File: config.mk
export PLATFORM = sky130hd
export DESIGN_NAME = uart_rx_ext
export DESIGN_NICKNAME = d
export VERILOG_FILES = /design/src/rtl/uart_pkg.sv /design/src/rtl/uart_rx_sampler.sv /design/src/rtl/uart_rx_ext.sv
export SDC_FILE = /design/constraint.sdc
export NUM_CORES = 1
export LEC_CHECK = 0
export CAP_MARGIN = 10
export CORE_MARGIN = 4
export CORE_UTILIZATION = 65
export CTS_BUF_LIST = sky130_fd_sc_hd__clkbuf_8
export CTS_CLUSTER_DIAMETER = 120
export DETAILED_ROUTE_END_ITERATION = 10
export DONT_BUFFER_PORTS = 1
export HOLD_SLACK_MARGIN = 0.15
export PLACE_DENSITY = 0.81
export SLEW_MARGIN = 30
export SYNTH_ARGS = -nofsm -noshare
export SYNTH_HDL_FRONTEND = slang
export SYNTH_SLANG_ARGS = --single-unit
File: constraint.sdc
create_clock -name RST_clk -period 2.3 [get_ports RST_clk]
set_input_delay 0.115 -clock RST_clk [delete_from_list [all_inputs] [get_ports RST_clk]]
set_output_delay 0.115 -clock RST_clk [all_outputs]
set_load 0.01 [all_outputs]
File: src/rtl/uart_pkg.sv
`default_nettype none
// ============================================================================
// Module  : uart_pkg
// Shared types and constants for the uart_rx_ext receiver.
// Revision: 1.0 - initial release
// ============================================================================
package uart_pkg;

  typedef enum logic [2:0] {
    IDLE   = 3'd0,
    START  = 3'd1,
    DATA   = 3'd2,
    PARITY = 3'd3,
    STOP   = 3'd4
  } rx_state_e;

  localparam int PARITY_NONE = 0;
  localparam int PARITY_EVEN = 1;
  localparam int PARITY_ODD  = 2;

  function automatic int baud_cnt_width(input int bit_div);
    return (bit_div > 1) ? $clog2(bit_div) : 1;
  endfunction

endpackage
`default_nettype wire

File: src/rtl/uart_rx_sampler.sv
`default_nettype none
// ============================================================================
// Module  : uart_rx_sampler
// RX pin synchroniser, falling-edge detect, bit-period counter and
// mid-bit 3-sample majority vote.
// Revision: 1.0 - initial release
// ============================================================================
module uart_rx_sampler
  import uart_pkg::*;
#(
  parameter int BIT_DIV = 434
) (
  input  logic clk,
  input  logic rst,
  input  logic rx_pin,
  input  logic restart,
  output logic fall_edge,
  output logic bit_val,
  output logic bit_strobe,
  output logic wrap
);

  localparam int MID = BIT_DIV / 2;
  localparam int CW  = baud_cnt_width(BIT_DIV);
  localparam logic [CW-1:0] CNT_LAST = CW'(BIT_DIV - 1);
  localparam logic [CW-1:0] CNT_S0   = CW'(MID - 1);
  localparam logic [CW-1:0] CNT_S1   = CW'(MID);
  localparam logic [CW-1:0] CNT_S2   = CW'(MID + 1);

  logic          sync1;
  logic          sync2;
  logic          prev;
  logic          armed;
  logic [1:0]    fill;
  logic [CW-1:0] baud_cnt;
  logic          samp0;
  logic          samp1;

  // armed only once a genuine high has propagated through the synchroniser,
  // so the reset value of the flops cannot fake an idle line.
  always_ff @(posedge clk) begin
    if (rst) begin
      sync1 <= 1'b1;
      sync2 <= 1'b1;
      prev  <= 1'b1;
      fill  <= 2'd0;
      armed <= 1'b0;
    end else begin
      sync1 <= rx_pin;
      sync2 <= sync1;
      prev  <= sync2;
      if (fill != 2'd2) fill <= fill + 2'd1;
      if (fill == 2'd2 && sync2) armed <= 1'b1;
    end
  end

  always_ff @(posedge clk) begin
    if (rst || restart) begin
      baud_cnt <= '0;
    end else if (wrap) begin
      baud_cnt <= '0;
    end else begin
      baud_cnt <= baud_cnt + CW'(1);
    end
  end

  always_ff @(posedge clk) begin
    if (rst) begin
      samp0 <= 1'b1;
      samp1 <= 1'b1;
    end else begin
      if (baud_cnt == CNT_S0) samp0 <= sync2;
      if (baud_cnt == CNT_S1) samp1 <= sync2;
    end
  end

  assign fall_edge  = armed & prev & ~sync2;
  assign wrap       = (baud_cnt == CNT_LAST);
  assign bit_strobe = (baud_cnt == CNT_S2);
  assign bit_val    = (samp0 & samp1) | (samp0 & sync2) | (samp1 & sync2);

endmodule
`default_nettype wire

File: src/rtl/uart_rx_ext.sv
`default_nettype none
// ============================================================================
// Module  : uart_rx_ext
// Parametrised UART receiver, LSB first, hold-until-ack output with frame,
// parity and overrun reporting. Parity is built only with UART_RX_PARITY_EN.
// Revision: 1.0 - initial release
// ============================================================================
module uart_rx_ext
  import uart_pkg::*;
#(
  parameter int BIT_DIV     = 434,
  parameter int DATA_BITS   = 8,
  parameter int PARITY_MODE = 0,
  parameter int STOP_BITS   = 1
) (
  input  logic                 RST_clk,
  input  logic                 RST_n,
  input  logic                 uart_rx_data,
  input  logic                 rx_ack,
  output logic [DATA_BITS-1:0] rx_data,
  output logic                 uart_over,
  output logic                 frame_err,
  output logic                 parity_err,
  output logic                 overrun,
  output logic                 busy
);

  localparam logic [2:0] S_IDLE   = IDLE;
  localparam logic [2:0] S_START  = START;
  localparam logic [2:0] S_DATA   = DATA;
  localparam logic [2:0] S_PARITY = PARITY;
  localparam logic [2:0] S_STOP   = STOP;

  localparam int BW = $clog2(DATA_BITS);
  localparam logic [BW-1:0] LAST_DATA = BW'(DATA_BITS - 1);
  localparam logic [BW-1:0] LAST_STOP = BW'(STOP_BITS - 1);

`ifdef UART_RX_PARITY_EN
  localparam bit PAR_ON = (PARITY_MODE != PARITY_NONE);
`else
  // PARITY_MODE has no effect without the parity build.
  localparam bit PAR_ON = 1'b0 & (PARITY_MODE != PARITY_NONE);
`endif

  logic [2:0]           state;
  logic [BW-1:0]        bit_cnt;
  logic [DATA_BITS-1:0] shreg;
  logic                 ferr_acc;
  logic                 fall_edge;
  logic                 bit_val;
  logic                 bit_strobe;
  logic                 wrap;
  logic                 restart;
  logic                 commit;

  assign restart = (state == S_IDLE) && fall_edge;
  assign commit  = (state == S_STOP) && bit_strobe && (bit_cnt == LAST_STOP);
  assign busy    = (state != S_IDLE);

  uart_rx_sampler #(
    .BIT_DIV (BIT_DIV)
  ) u_sampler (
    .clk        (RST_clk),
    .rst        (RST_n),
    .rx_pin     (uart_rx_data),
    .restart    (restart),
    .fall_edge  (fall_edge),
    .bit_val    (bit_val),
    .bit_strobe (bit_strobe),
    .wrap       (wrap)
  );

`ifdef UART_RX_PARITY_EN
  logic par_bit;
`endif

  always_ff @(posedge RST_clk) begin
    if (RST_n) begin
      state    <= S_IDLE;
      bit_cnt  <= '0;
      shreg    <= '0;
      ferr_acc <= 1'b0;
`ifdef UART_RX_PARITY_EN
      par_bit  <= 1'b0;
`endif
    end else begin
      case (state)
        S_IDLE: begin
          if (fall_edge) state <= S_START;
        end
        S_START: begin
          if (bit_strobe && bit_val) begin
            state <= S_IDLE;
          end else if (wrap) begin
            state   <= S_DATA;
            bit_cnt <= '0;
          end
        end
        S_DATA: begin
          if (bit_strobe) shreg[bit_cnt] <= bit_val;
          if (wrap) begin
            if (bit_cnt == LAST_DATA) begin
              bit_cnt  <= '0;
              ferr_acc <= 1'b0;
              state    <= PAR_ON ? S_PARITY : S_STOP;
            end else begin
              bit_cnt <= bit_cnt + BW'(1);
            end
          end
        end
`ifdef UART_RX_PARITY_EN
        S_PARITY: begin
          if (bit_strobe) par_bit <= bit_val;
          if (wrap) state <= S_STOP;
        end
`endif
        S_STOP: begin
          // Leave at the last stop decision so a back-to-back start is seen.
          if (bit_strobe) begin
            if (!bit_val) ferr_acc <= 1'b1;
            if (bit_cnt == LAST_STOP) state <= S_IDLE;
          end else if (wrap) begin
            bit_cnt <= bit_cnt + BW'(1);
          end
        end
        default: state <= S_IDLE;
      endcase
    end
  end

  always_ff @(posedge RST_clk) begin
    if (RST_n) begin
      rx_data   <= '0;
      uart_over <= 1'b0;
      frame_err <= 1'b0;
      overrun   <= 1'b0;
    end else if (commit) begin
      rx_data   <= shreg;
      frame_err <= ferr_acc | ~bit_val;
      uart_over <= 1'b1;
      if (uart_over && !rx_ack) overrun <= 1'b1;
    end else if (rx_ack && uart_over) begin
      uart_over <= 1'b0;
      overrun   <= 1'b0;
    end
  end

`ifdef UART_RX_PARITY_EN
  logic par_err;
  assign par_err = PAR_ON && ((^shreg ^ par_bit) != (PARITY_MODE == PARITY_ODD));

  always_ff @(posedge RST_clk) begin
    if (RST_n) begin
      parity_err <= 1'b0;
    end else if (commit) begin
      parity_err <= par_err;
    end
  end
`else
  assign parity_err = 1'b0;
`endif

endmodule
`default_nettype wire

* After elaboration in Yosys (flattened, before gate mapping)
Index checks and enable logic that the tools add are counted.
** Word-level totals
- Bits in registers :: 43
- Bits of input ports :: 4
- Output and inout port bits :: 13
- Logic and storage cells :: 102
** Operators by class
- Add/sub/neg operators :: 3
- Order comparisons :: 2
- Equal/unequal tests :: 22
- Multiplexer cells :: 27
- Bitwise logic cells :: 10
- Reduce and logical (&&, ||, !) cells :: 22
** Operator list (number)
- 3-bit 2-to-1 mux :: 13
- 9-bit by 8-bit == test with 1-bit output, second input constant :: 3
- 2-bit inequality test, second input constant :: 7
- 3-bit one-hot mux with 4 select lines :: 1
- 6-bit AND reduction :: 2
- 2-bit by 1-bit inequality test with 1-bit output, second input constant :: 5
- 9-bit by 1-bit adder with 9-bit output, second input constant :: 1
- 9-bit == test, second input constant :: 1
- 1-bit 2-to-1 mux :: 9
- 3-bit one-hot mux with 3 select lines :: 1
- 8-bit bitwise mux :: 1
- 1-bit logical AND :: 8
- 3-bit == test, second input constant :: 2
- 3-bit zero test :: 2
- 3-bit nonzero test :: 2
- 1-bit AND :: 5
- 5-bit AND reduction :: 1
- 3-bit by 4-bit < comparator with 1-bit output, second input constant :: 1
- 2-bit AND reduction :: 2
- 2-bit nonzero test :: 2
- 3-bit by 1-bit adder with 3-bit output, second input constant :: 1
- 1-bit demux with 3-bit select :: 1
- 3-bit by 1-bit == test with 1-bit output, second input constant :: 1
- 3-bit by 2-bit == test with 1-bit output, second input constant :: 1
- other kinds (10) :: 13

* Logic depth before layout (Yosys ltp)
Gate-level depths: netlist (run 1).
- Word-level depth :: 6
- Gate-level depth with buffers :: 8
- Depth with buffers taken out :: 6

* By module
A second synthesis (run 1) with hierarchy kept.
** Second synthesis, totals
- Cells, all modules :: 231
- Area, all modules :: 1999.4 µm²
** Modules (own cells, without submodules)
- uart_rx_ext :: instances 1, cells an instance 150, area an instance 1246.2 µm², seq. area each 520.5 µm²
- uart_rx_sampler :: instances 1, cells an instance 81, area an instance 753.2 µm², seq. area each 340.3 µm²

* Worst setup path before layout (run 1)
No wires, ideal clock.
- Kind :: register to register
- Start :: register state[2]
- End :: register frame_err
- Arrival :: 1728 ps
- Required time :: 2170 ps
- Setup slack :: 443 ps
- Cell stages (with the launch flop) :: 8
- Buffers on the path :: 3
- Period minus slack after synthesis :: 1857 ps
- Cell sequence :: dfxtp_1 > buf_6 > or3b_1 > buf_2 > or4_4 > buf_6 > nor3b_2 > nor3_1
** Between the ends
- Cells in the longest elaborated chain, start to end :: 3
** RTL lines
- from (decl) :: RTL line uart_rx_ext.sv:45 : logic [2:0] state;
- from (signal assigned) :: RTL line uart_rx_ext.sv:105 : state <= PAR_ON ? S_PARITY : S_STOP;
- 3-bit == test :: RTL line uart_rx_ext.sv:57 : assign commit = (state == S_STOP) && bit_strobe && (bit_cnt == LAST_STOP);
- 1-bit logical AND (2 in series) :: RTL line uart_rx_ext.sv:57
- to (signal assigned) :: RTL line uart_rx_ext.sv:139 : frame_err <= ferr_acc | ~bit_val;
- to (decl) :: RTL line uart_rx_ext.sv:22 : output logic frame_err,
Every way passes these cells.
A chain may end at the register's enable or synchronous reset.

* Final worst setup path (run 1)
- Start :: register state[2]
- End :: register overrun
** Between the ends
- Cells in the longest elaborated chain, start to end :: 5
** RTL lines
- 3-bit == test * :: RTL line uart_rx_ext.sv:57
- 1-bit logical AND * (2 in series) :: RTL line uart_rx_ext.sv:57
- 2-bit by 1-bit inequality test with 1-bit output (no line) or 2-bit nonzero test (tied branches)
- 2-bit AND reduction (no line)
- to (signal assigned) :: RTL line uart_rx_ext.sv:136 : overrun <= 1'b0;
- to (signal assigned) :: RTL line uart_rx_ext.sv:141 : if (uart_over && !rx_ack) overrun <= 1'b1;
- to (signal assigned) :: RTL line uart_rx_ext.sv:144 : overrun <= 1'b0;
- to (decl) :: RTL line uart_rx_ext.sv:24 : output logic overrun,
Mark *: on every way between the ends. The rest lies on a longest branch, timed or not.

==> flow_summary.json, run 1 <==
{
  "whs_ns": 0.171,
  "slew_headroom_pct": 48.5,
  "core_area_um2": 2850,
  "grt_pass1_vias": 1545,
  "drv_slew": 0,
  "cts_buffers": 5,
  "synth-xor-area-share_pct": 4.35,
  "grt_usage_pct": 21.0,
  "layoutNonFillerInstCount": 265,
  "synth_seq_area_share_pct": 42.7,
  "placed_area_um2": 2020,
  "gp_congestion": 0.807,
  "crit_cells": 4,
  "htree_levels": 2,
  "startpoint": "state[2]",
  "ys_warn_count": 0,
  "ys_types": 45,
  "grt_max_degree": 22,
  "clk_latency_ns": 0.30,
  "outcome": "finished clean",
  "hold_violations": 0,
  "die-area_um2": 4060,
  "finalSetupViolations": 0,
  "synth_seq_cells": 43,
  "drtIter0Drc": 84,
  "clock_path_buffers": 2,
  "io_pins": 17,
  "endpoint_kind": "register",
  "reg2reg_slack_ns": 0.26,
  "die_h_um": 63.7,
  "rsz0062_at_grt": "no",
  "finalClockSkew_ns": 0.0105,
  "cp_top_family": "simple AND/OR/NAND/NOR gates",
  "yosysTopAreaCellShare_pct": 42.7,
  "syn-mean-instance-area_um2": 8.76,
  "layout_min_cycle_time_ns": 2.04,
  "crit_type": "reg -> reg",
  "synth_top_family_by_area": "simple AND/OR/NAND/NOR gates",
  "switching_share_pct": 23.9,
  "synth_compound_area_share_pct": 10.7,
  "netlist_instances": 230,
  "synthArstFlopShare_pct": 0,
  "vias_per_cell": 6.09,
  "vdd_drop_max_v": 0.000717,
  "hpwl_um": 2730,
  "route.detailed.drc": 0,
  "cts_tree": "built",
  "dieWidth_um": 63.7,
  "seqPwrFrac_pct": 52.9,
  "antenna_left": 0,
  "r2r_end": "overrun",
  "setup_tns_ns": 0,
  "maxCapViolations": 0,
  "fmax_ghz": 0.489,
  "route.vias.total": 1613,
  "synth_fp_nets": 242,
  "antenna_cells": 0,
  "crit_fanout": 11,
  "synth-edff-count": 0,
  "finalCritPeriodShare_pct": 88.9,
  "grt_antenna_before_repair": 0,
  "internal_power_w": 0.00115,
  "crit_required_ns": 2.56,
  "leakagePower_nw": 0.822,
  "dp.cells": 253,
  "area_delta_synth_final_pct": 7.76,
  "worstReg2RegStart": "state[2]",
  "grt_pass1_wl_um": 6870,
  "grt-ovfl-total": 0,
  "synthFlopType": "dfxtp_1",
  "cts.clk_slew.worst_paths_ns": 0.09,
  "power_switching_w": 0.000362,
  "start_util_pct": 70.7,
  "arrival_ns": 2.30,
  "reg2regPathDepth": 4,
  "clock-sinks": 43,
  "synth_fa_ha_area_share_pct": 5.46,
  "synth.mux.area_fraction_pct": 4.47,
  "syn_area_um2": 2020,
  "synth.area.top_cells": "dfxtp_1, nand2_1, ha_1",
  "power.density_nw_per_um2": 697,
  "row_count": 19,
  "nets": 245,
  "max_stage_delay_ns": 0.61,
  "cts-root-buf": "clkbuf_8",
  "p_clk_share_pct": 38.7,
  "path_cells": "or3b_1 > or4_4 > a211oi_1 > or2_2",
  "p_comb_share_pct": 8.5,
  "yosys.area.top_type": "dfxtp_1",
  "cp_num_buf_inv": 0,
  "synthSimpleGateAreaFrac_pct": 27.2,
  "drt-total-wl_um": 4050,
  "wl_per_cell_um": 15.3,
  "final_area_um2": 2170,
  "cts_resized": 0,
  "max_slew.worst_pin.slew_ns": 0.770,
  "drt-pass1-iter-count": 4,
  "start_kind": "register",
  "hold_path.class": "in -> reg",
  "crit_slowest_cell": "or4_4",
  "design_power_total_w": 0.00151,
  "critPathCapture": "overrun",
  "io_buffers": 0,
  "drive_above_1_share_pct": 8.12
}
-- cells in the mapped netlist, types with 2 or more instances --
| cell type | count |
|---|---|
| dfxtp_1 | 43 |
| nand2_1 | 34 |
| nor2_1 | 19 |
| a21oi_1 | 13 |
| nand3_1 | 12 |
| inv_1 | 9 |
| mux2i_1 | 9 |
| clkbuf_1 | 8 |
| ha_1 | 8 |
| xor2_1 | 6 |
| o21ai_0 | 5 |
| nor3_1 | 4 |
| nor3b_1 | 4 |
| or2_2 | 4 |
| xnor2_1 | 4 |
| a211oi_1 | 3 |
| and2_1 | 3 |
| nand3b_1 | 3 |
| nand4_1 | 3 |
| and4b_1 | 2 |
| buf_6 | 2 |
| nand2b_1 | 2 |
| nand4b_1 | 2 |
| nor4bb_1 | 2 |
| o211ai_1 | 2 |
| o22ai_1 | 2 |
| o311ai_0 | 2 |
| o41ai_1 | 2 |
| or3b_1 | 2 |
-- sequential cells by signal, summed over array words and instances, names as in the netlist, 2 cells and up --
register and cells:
bit_cnt 3, state 3, rx_data 8, u_sampler.baud_cnt 9, u_sampler.fill 2, shreg 8
-- layer usage --
metal	vias to the layer above	global-route usage [%]	share of wire, %
li1	806	-	-
met1	755	25.3	42
met2	46	36.0	51
met5	-	0	0
met3	6	5.68	5.7
met4	0	7.01	1.1
-- area by class of cell --
cell class              count  area, um2
flip-flops and latches     43        861
repair buffers              8       70.1
well taps                  31       38.8
inverters                   9       33.8
fillers                   219        681
clock buffers               5       68.8
clock inverters             3       43.8
multi-input cells         166       1060
-- cells by family after synthesis --
| group | Yosys count |
|---|---|
| xor+xnor | 10 |
| buf+inv | 21 |
| fa+ha+maj | 9 |
| simple gates | 103 |
| compound gates | 34 |
| flops | 43 |
| other cells | 1 |
| mux | 9 |
-- stage by stage --
stage / setup slack, ns / utilization (%)
final: 0.255 / 76.1
after CTS: 0.275 / 76.1
after global routing: 0.157 / 76.1
after floorplan: 0.443 / -
after global placement: 0.382 / 70.8
after detailed placement: 0.317 / 70.8
-- cells in the final DEF (no fill, tap or decap), types with 3 or more instances in the layout --
master	count
a211oi_1	3
a21oi_1	13
and2_1	3
buf_4	4
clkbuf_8	5
dfxtp_1	43
dlygate4sd3_1	4
ha_1	8
inv_1	9
mux2i_1	9
nand2_1	34
nand3_1	12
nand3b_1	3
nand4_1	3
nor2_1	19
nor3_1	4
nor3b_1	4
o21ai_0	5
or2_2	4
xnor2_1	4
xor2_1	6
-- how the worst min path moves through the flow --
stage,cells past startpoint,to,start,slack [ns]
2_1_floorplan,1,u_sampler.sync1,uart_rx_data,0.22
3_3_place_gp,1,rx_data[7],RST_n,0.19
3_5_place_dp,1,bit_cnt[1],RST_n,0.19
4_1_cts,2,overrun,rx_ack,0.17
5_1_grt,2,overrun,rx_ack,0.16
6_report,2,overrun,rx_ack,0.17
-- worst reg2reg max path, cell delays in order, from the launching register on --
cell and delay, ns:
dfxtp_1 0.52, or3b_1 0.50, or4_4 0.61, a211oi_1 0.24, or2_2 0.14
-- power by group through the flow --
stage	logic [W]	clock network [W]	registers [W]
2_1_floorplan	0.0000988	0	0.000810
3_3_place_gp	0.000103	0	0.000814
3_5_place_dp	0.000116	0	0.000817
4_1_cts	0.000128	0.000588	0.000800
5_1_grt	0.000149	0.000628	0.000807
6_report	0.000128	0.000585	0.000800
-- repair_timing --
action                                 CTS  global route
hold buffers                             4             0
endpoints found under the hold margin   21             0
setup buffers                            0             0
Note: power is estimated with default switching activity, not from simulation.
==> inputs of run 2 (changes only) <==
--- a/config.mk
+++ b/config.mk
@@ -5,13 +5,13 @@
 export SDC_FILE = /design/constraint.sdc
 export NUM_CORES = 1
 export LEC_CHECK = 0
+export BUFFER_PORTS_ARGS = -buffer_cell sky130_fd_sc_hd__clkbuf_2
 export CAP_MARGIN = 10
 export CORE_MARGIN = 4
-export CORE_UTILIZATION = 65
+export CORE_UTILIZATION = 61
 export CTS_BUF_LIST = sky130_fd_sc_hd__clkbuf_8
 export CTS_CLUSTER_DIAMETER = 120
 export DETAILED_ROUTE_END_ITERATION = 10
-export DONT_BUFFER_PORTS = 1
 export HOLD_SLACK_MARGIN = 0.15
 export PLACE_DENSITY = 0.81
 export SLEW_MARGIN = 30
==> run 2 against run 1 <==
Non-clock buffer count rose by 17. Via count rose by 0.74%. Sequential cell count is the same. Clock skew decreased by 0.0028 ns. Critical path type unchanged.
==> flow_summary.json, run 2 (same netlist as run 1, synthesis figures left out) <==
{
  "reg_top3": "u_sampler.baud_cnt x9, rx_data x8, shreg x8",
  "clk_latency_ns": 0.30,
  "leakagePower_nw": 0.890,
  "die-area_um2": 4290,
  "p_comb_share_pct": 9.0,
  "area_delta_synth_final_pct": 11.4,
  "wl_per_cell_um": 13.1,
  "nets": 262,
  "cts_resized": 0,
  "finalClockSkew_ns": 0.00771,
  "antenna_cells": 0,
  "io_buffers": 15,
  "gp_congestion": 0.836,
  "drive_above_1_share_pct": 14.7,
  "hpwl_um": 2760,
  "whs_ns": 0.254,
  "power_switching_w": 0.000351,
  "rsz0062_at_grt": "no",
  "drv_slew": 0,
  "most-common-layout-cells": "dfxtp_1, nand2_1, nor2_1, clkbuf_2, a21oi_1",
  "endpoint_kind": "register",
  "grt_antenna_before_repair": 0,
  "cts-root-buf": "clkbuf_8",
  "grt_max_degree": 23,
  "htree_levels": 2,
  "grt_usage_pct": 20.0,
  "finalSetupViolations": 0,
  "crit_fanout": 11,
  "grt_pass1_vias": 1495,
  "seqPwrFrac_pct": 57.5,
  "cts.clk_slew.worst_paths_ns": 0.08,
  "top_register": "u_sampler.baud_cnt",
  "row_count": 20,
  "start_util_pct": 65.0,
  "arrival_ns": 2.26,
  "outcome": "finished clean",
  "maxCapViolations": 0,
  "largest_register_ffs": 9,
  "placed_area_um2": 2140,
  "slew_headroom_pct": 54.4,
  "hold_path.class": "in -> reg",
  "route.detailed.drc": 0,
  "grt-ovfl-total": 0,
  "antenna_left": 0,
  "power.density_nw_per_um2": 617,
  "die_h_um": 65.5,
  "core_area_um2": 3100,
  "vias_per_cell": 5.51,
  "finalCritPeriodShare_pct": 87.2,
  "final_area_um2": 2250,
  "final_common_cell": "dfxtp_1",
  "route.vias.total": 1625,
  "cts_tree": "built",
  "vdd_drop_max_v": 0.000501,
  "max_slew.worst_pin.slew_ns": 0.681,
  "postCtsSetupBuffers": 0,
  "hold_violations": 0,
  "cts_buffers": 5,
  "start_kind": "register",
  "layout_min_cycle_time_ns": 2.01,
  "crit_required_ns": 2.56,
  "drtIter0Drc": 93,
  "fill_cells": 271,
  "setup_tns_ns": 0,
  "clock-sinks": 43,
  "clock_path_buffers": 2,
  "drt-total-wl_um": 3860,
  "dieWidth_um": 65.5,
  "switching_share_pct": 25.3,
  "drt-pass1-iter-count": 4,
  "io_pins": 17,
  "internal_power_w": 0.00104,
  "grt_pass1_wl_um": 6550,
  "p_clk_share_pct": 33.4,
  "fmax_ghz": 0.499,
  "crit_type": "reg -> reg"
}
-- run 2: cell types whose count changed in the layout (fill, tap and decap cells not counted), sizes merged --
cell         change
inv              +1
clkbuf          +15
clkinvlp         +1
bufinv           -1
dlygate4sd3      -2
buf              +4
clkinv           -1
-- run 2: what timing repair did --
action	4_1_cts	5_1_grt
endpoints found under the hold margin	2	0
hold buffers	2	0
setup endpoints to repair	0	0
-- run 2: path summary, 6_finish.rpt --
kind	slack, ns	startpoint	end	cells past startpoint
hold reg to reg	0.42	u_sampler.sync1	u_sampler.sync2	1
setup reg to reg	0.29	state[2]	overrun	4
hold / removal	0.25	RST_n	rx_data[7]	3
setup / recovery	0.29	state[2]	overrun	4
-- run 2: cell type report --
type,instances,area (um2),area share [%]
Multi-Input combinational cell,166,1060,47.0
Sequential cell,43,861,38.3
Clock inverter,3,16.3,0.724
Tap cell,44,55.1,2.45
Clock buffer,5,68.8,3.06
Timing Repair Buffer,25,155,6.91
Inverter,9,33.8,1.50
-- run 2: per-layer routing --
layer,track usage [%],part of all wire [%]
met3,6.15,4.0
met2,32.5,49
met5,0,0
met1,25.2,46
met4,6.22,1.8
-- run 2: critical path: stages (launching register included) --
cell and delay (ns):
dfxtp_1 0.50, or3b_1 0.48, or4_4 0.61, a211oi_1 0.23, or2_2 0.13
-- run 2: per-stage QoR --
stage	std cells	setup slack [ns]	total power [W]	util [%]
3_5_place_dp	285	0.296	0.000938	69.0
6_report	295	0.295	0.00139	72.4
5_1_grt	295	0.122	0.00147	72.4
2_1_floorplan	230	0.443	0.000909	-
4_1_cts	295	0.289	0.00140	72.4
3_3_place_gp	285	0.352	0.000931	69.0
-- run 2: power by group through the flow --
stage / Sequential [W] / Combinational (W) / Clock, W
6_report: 0.000798 / 0.000125 / 0.000464
5_1_grt: 0.000801 / 0.000151 / 0.000516
3_5_place_dp: 0.000815 / 0.000122 / 0
2_1_floorplan: 0.000810 / 0.0000988 / 0
3_3_place_gp: 0.000814 / 0.000117 / 0
4_1_cts: 0.000798 / 0.000126 / 0.000478
==> inputs of run 3 (changes only) <==
--- a/config.mk
+++ b/config.mk
@@ -13,7 +13,7 @@
 export CTS_CLUSTER_DIAMETER = 120
 export DETAILED_ROUTE_END_ITERATION = 10
 export HOLD_SLACK_MARGIN = 0.15
-export PLACE_DENSITY = 0.81
+export PLACE_DENSITY_LB_ADDON = 0.15
 export SLEW_MARGIN = 30
 export SYNTH_ARGS = -nofsm -noshare
 export SYNTH_HDL_FRONTEND = slang
==> run 3 against run 2 <==
Wire length grew 5.9%. Sequential power is essentially flat. Die area is the same. Maximum frequency shrank 2.5%. Highest routed layer unchanged.
==> flow_summary.json, run 3 (same netlist as run 1, synthesis figures left out) <==
{
  "finalCritPeriodShare_pct": 89.4,
  "grt_pass1_wl_um": 6940,
  "hpwl_um": 2870,
  "reg_top3": "u_sampler.baud_cnt x9, rx_data x8, shreg x8",
  "final_common_cell": "dfxtp_1",
  "fmax_ghz": 0.486,
  "hp-start": "RST_n",
  "crit_fanout": 11,
  "grt-ovfl-total": 0,
  "grt_pass1_vias": 1577,
  "crit_type": "reg -> reg",
  "io_pins": 17,
  "start_util_pct": 65.0,
  "cts_buffers": 5,
  "die_h_um": 65.5,
  "drt-total-wl_um": 4090,
  "holdPathStages": 3,
  "worstReg2RegStart": "state[2]",
  "endpoint_kind": "register",
  "grt_usage_pct": 21.0,
  "cts_resized": 0,
  "antenna_left": 0,
  "finalClockSkew_ns": 0.00447,
  "cts-root-buf": "clkbuf_8",
  "top_register": "u_sampler.baud_cnt",
  "drtIter0Drc": 130,
  "setup_tns_ns": 0,
  "area_delta_synth_final_pct": 12.3,
  "clock-sinks": 43,
  "most-common-layout-cells": "dfxtp_1, nand2_1, nor2_1, clkbuf_2, a21oi_1",
  "drt-pass1-iter-count": 4,
  "start_kind": "register",
  "hold_path.class": "in -> reg",
  "postCtsSetupBuffers": 0,
  "leakagePower_nw": 0.893,
  "maxCapViolations": 0,
  "power.density_nw_per_um2": 712,
  "whs_ns": 0.252,
  "vias_per_cell": 5.82,
  "finalSetupViolations": 0,
  "hold_violations": 0,
  "rsz0062_at_grt": "no",
  "htree_levels": 2,
  "layout_min_cycle_time_ns": 2.06,
  "row_count": 20,
  "vdd_drop_max_v": 0.000670,
  "core_area_um2": 3100,
  "drv_slew": 0,
  "io_buffers": 15,
  "max_slew.worst_pin.slew_ns": 0.754,
  "arrival_ns": 2.31,
  "drive_above_1_share_pct": 13.4,
  "route.detailed.drc": 0,
  "r2r_end": "overrun",
  "die-area_um2": 4290,
  "gp_congestion": 0.888,
  "nets": 258,
  "wl_per_cell_um": 14.1,
  "slew_headroom_pct": 49.1,
  "clock_path_buffers": 2,
  "dieWidth_um": 65.5,
  "crit_required_ns": 2.56,
  "reg2reg_slack_ns": 0.24,
  "reg2regPathDepth": 4,
  "antenna_cells": 0,
  "largest_register_ffs": 9,
  "fill_cells": 252,
  "outcome": "finished clean",
  "holdBufCountCts": 2,
  "cts.clk_slew.worst_paths_ns": 0.08,
  "route.vias.total": 1693,
  "grt_max_degree": 23,
  "hold_end": "bit_cnt[2]",
  "clk_latency_ns": 0.30,
  "design_power_total_w": 0.00161,
  "cts_tree": "built",
  "grt_antenna_before_repair": 0
}
## run 3: worst max-delay path by stage
stage	start	end	slack [ns]	cells after the start
2_1_floorplan	state[2]	frame_err	0.44	7
3_3_place_gp	state[2]	overrun	0.37	4
3_5_place_dp	state[2]	overrun	0.31	4
4_1_cts	state[2]	overrun	0.28	4
5_1_grt	state[1]	shreg[1]	0.12	4
6_report	state[2]	overrun	0.24	4
## run 3: layout make-up
class                           count  area (um2)  area share [%]
Clock buffer                        5        68.8            3.04
Clock inverter                      3        63.8            2.82
Inverter                            9        33.8            1.49
Multi-Input combinational cell    166        1060            46.7
Sequential cell                    43         861            38.0
Tap cell                           44        55.1            2.43
Timing Repair Buffer               21         125            5.53
## run 3: power breakdown
part           internal, W  switching [W]  leakage (nW)
Combinational    0.0000522      0.0000698         0.475
Sequential        0.000775      0.0000237         0.348
Clock             0.000429       0.000262        0.0695
Total              0.00126       0.000356         0.893
## run 3: metal layers
| layer | wire length (um) | up-vias | global-route usage, % |
|---|---|---|---|
| met5 | 0 | - | 0 |
| met4 | 74 | 0 | 9.84 |
| met3 | 201 | 8 | 5.98 |
| met2 | 2000 | 50 | 35.0 |
| met1 | 1810 | 803 | 24.9 |
| li1 | - | 832 | - |
## run 3: through the flow
| step | cell area, um2 | worst slack, ns | cells | utilization (%) |
|---|---|---|---|---|
| 6_report | 2260 | 0.243 | 291 | 72.9 |
| 5_1_grt | 2260 | 0.123 | 291 | 72.9 |
| 4_1_cts | 2260 | 0.277 | 291 | 72.9 |
| 3_5_place_dp | 2110 | 0.309 | 281 | 68.0 |
| 3_3_place_gp | 2110 | 0.374 | 281 | 68.0 |
| 2_1_floorplan | 2020 | 0.443 | 230 | - |
## run 3: worst max-delay path: stages, from the launching register on
cell	delay, ns
dfxtp_1	0.52
or3b_1	0.51
or4_4	0.61
a211oi_1	0.23
or2_2	0.13
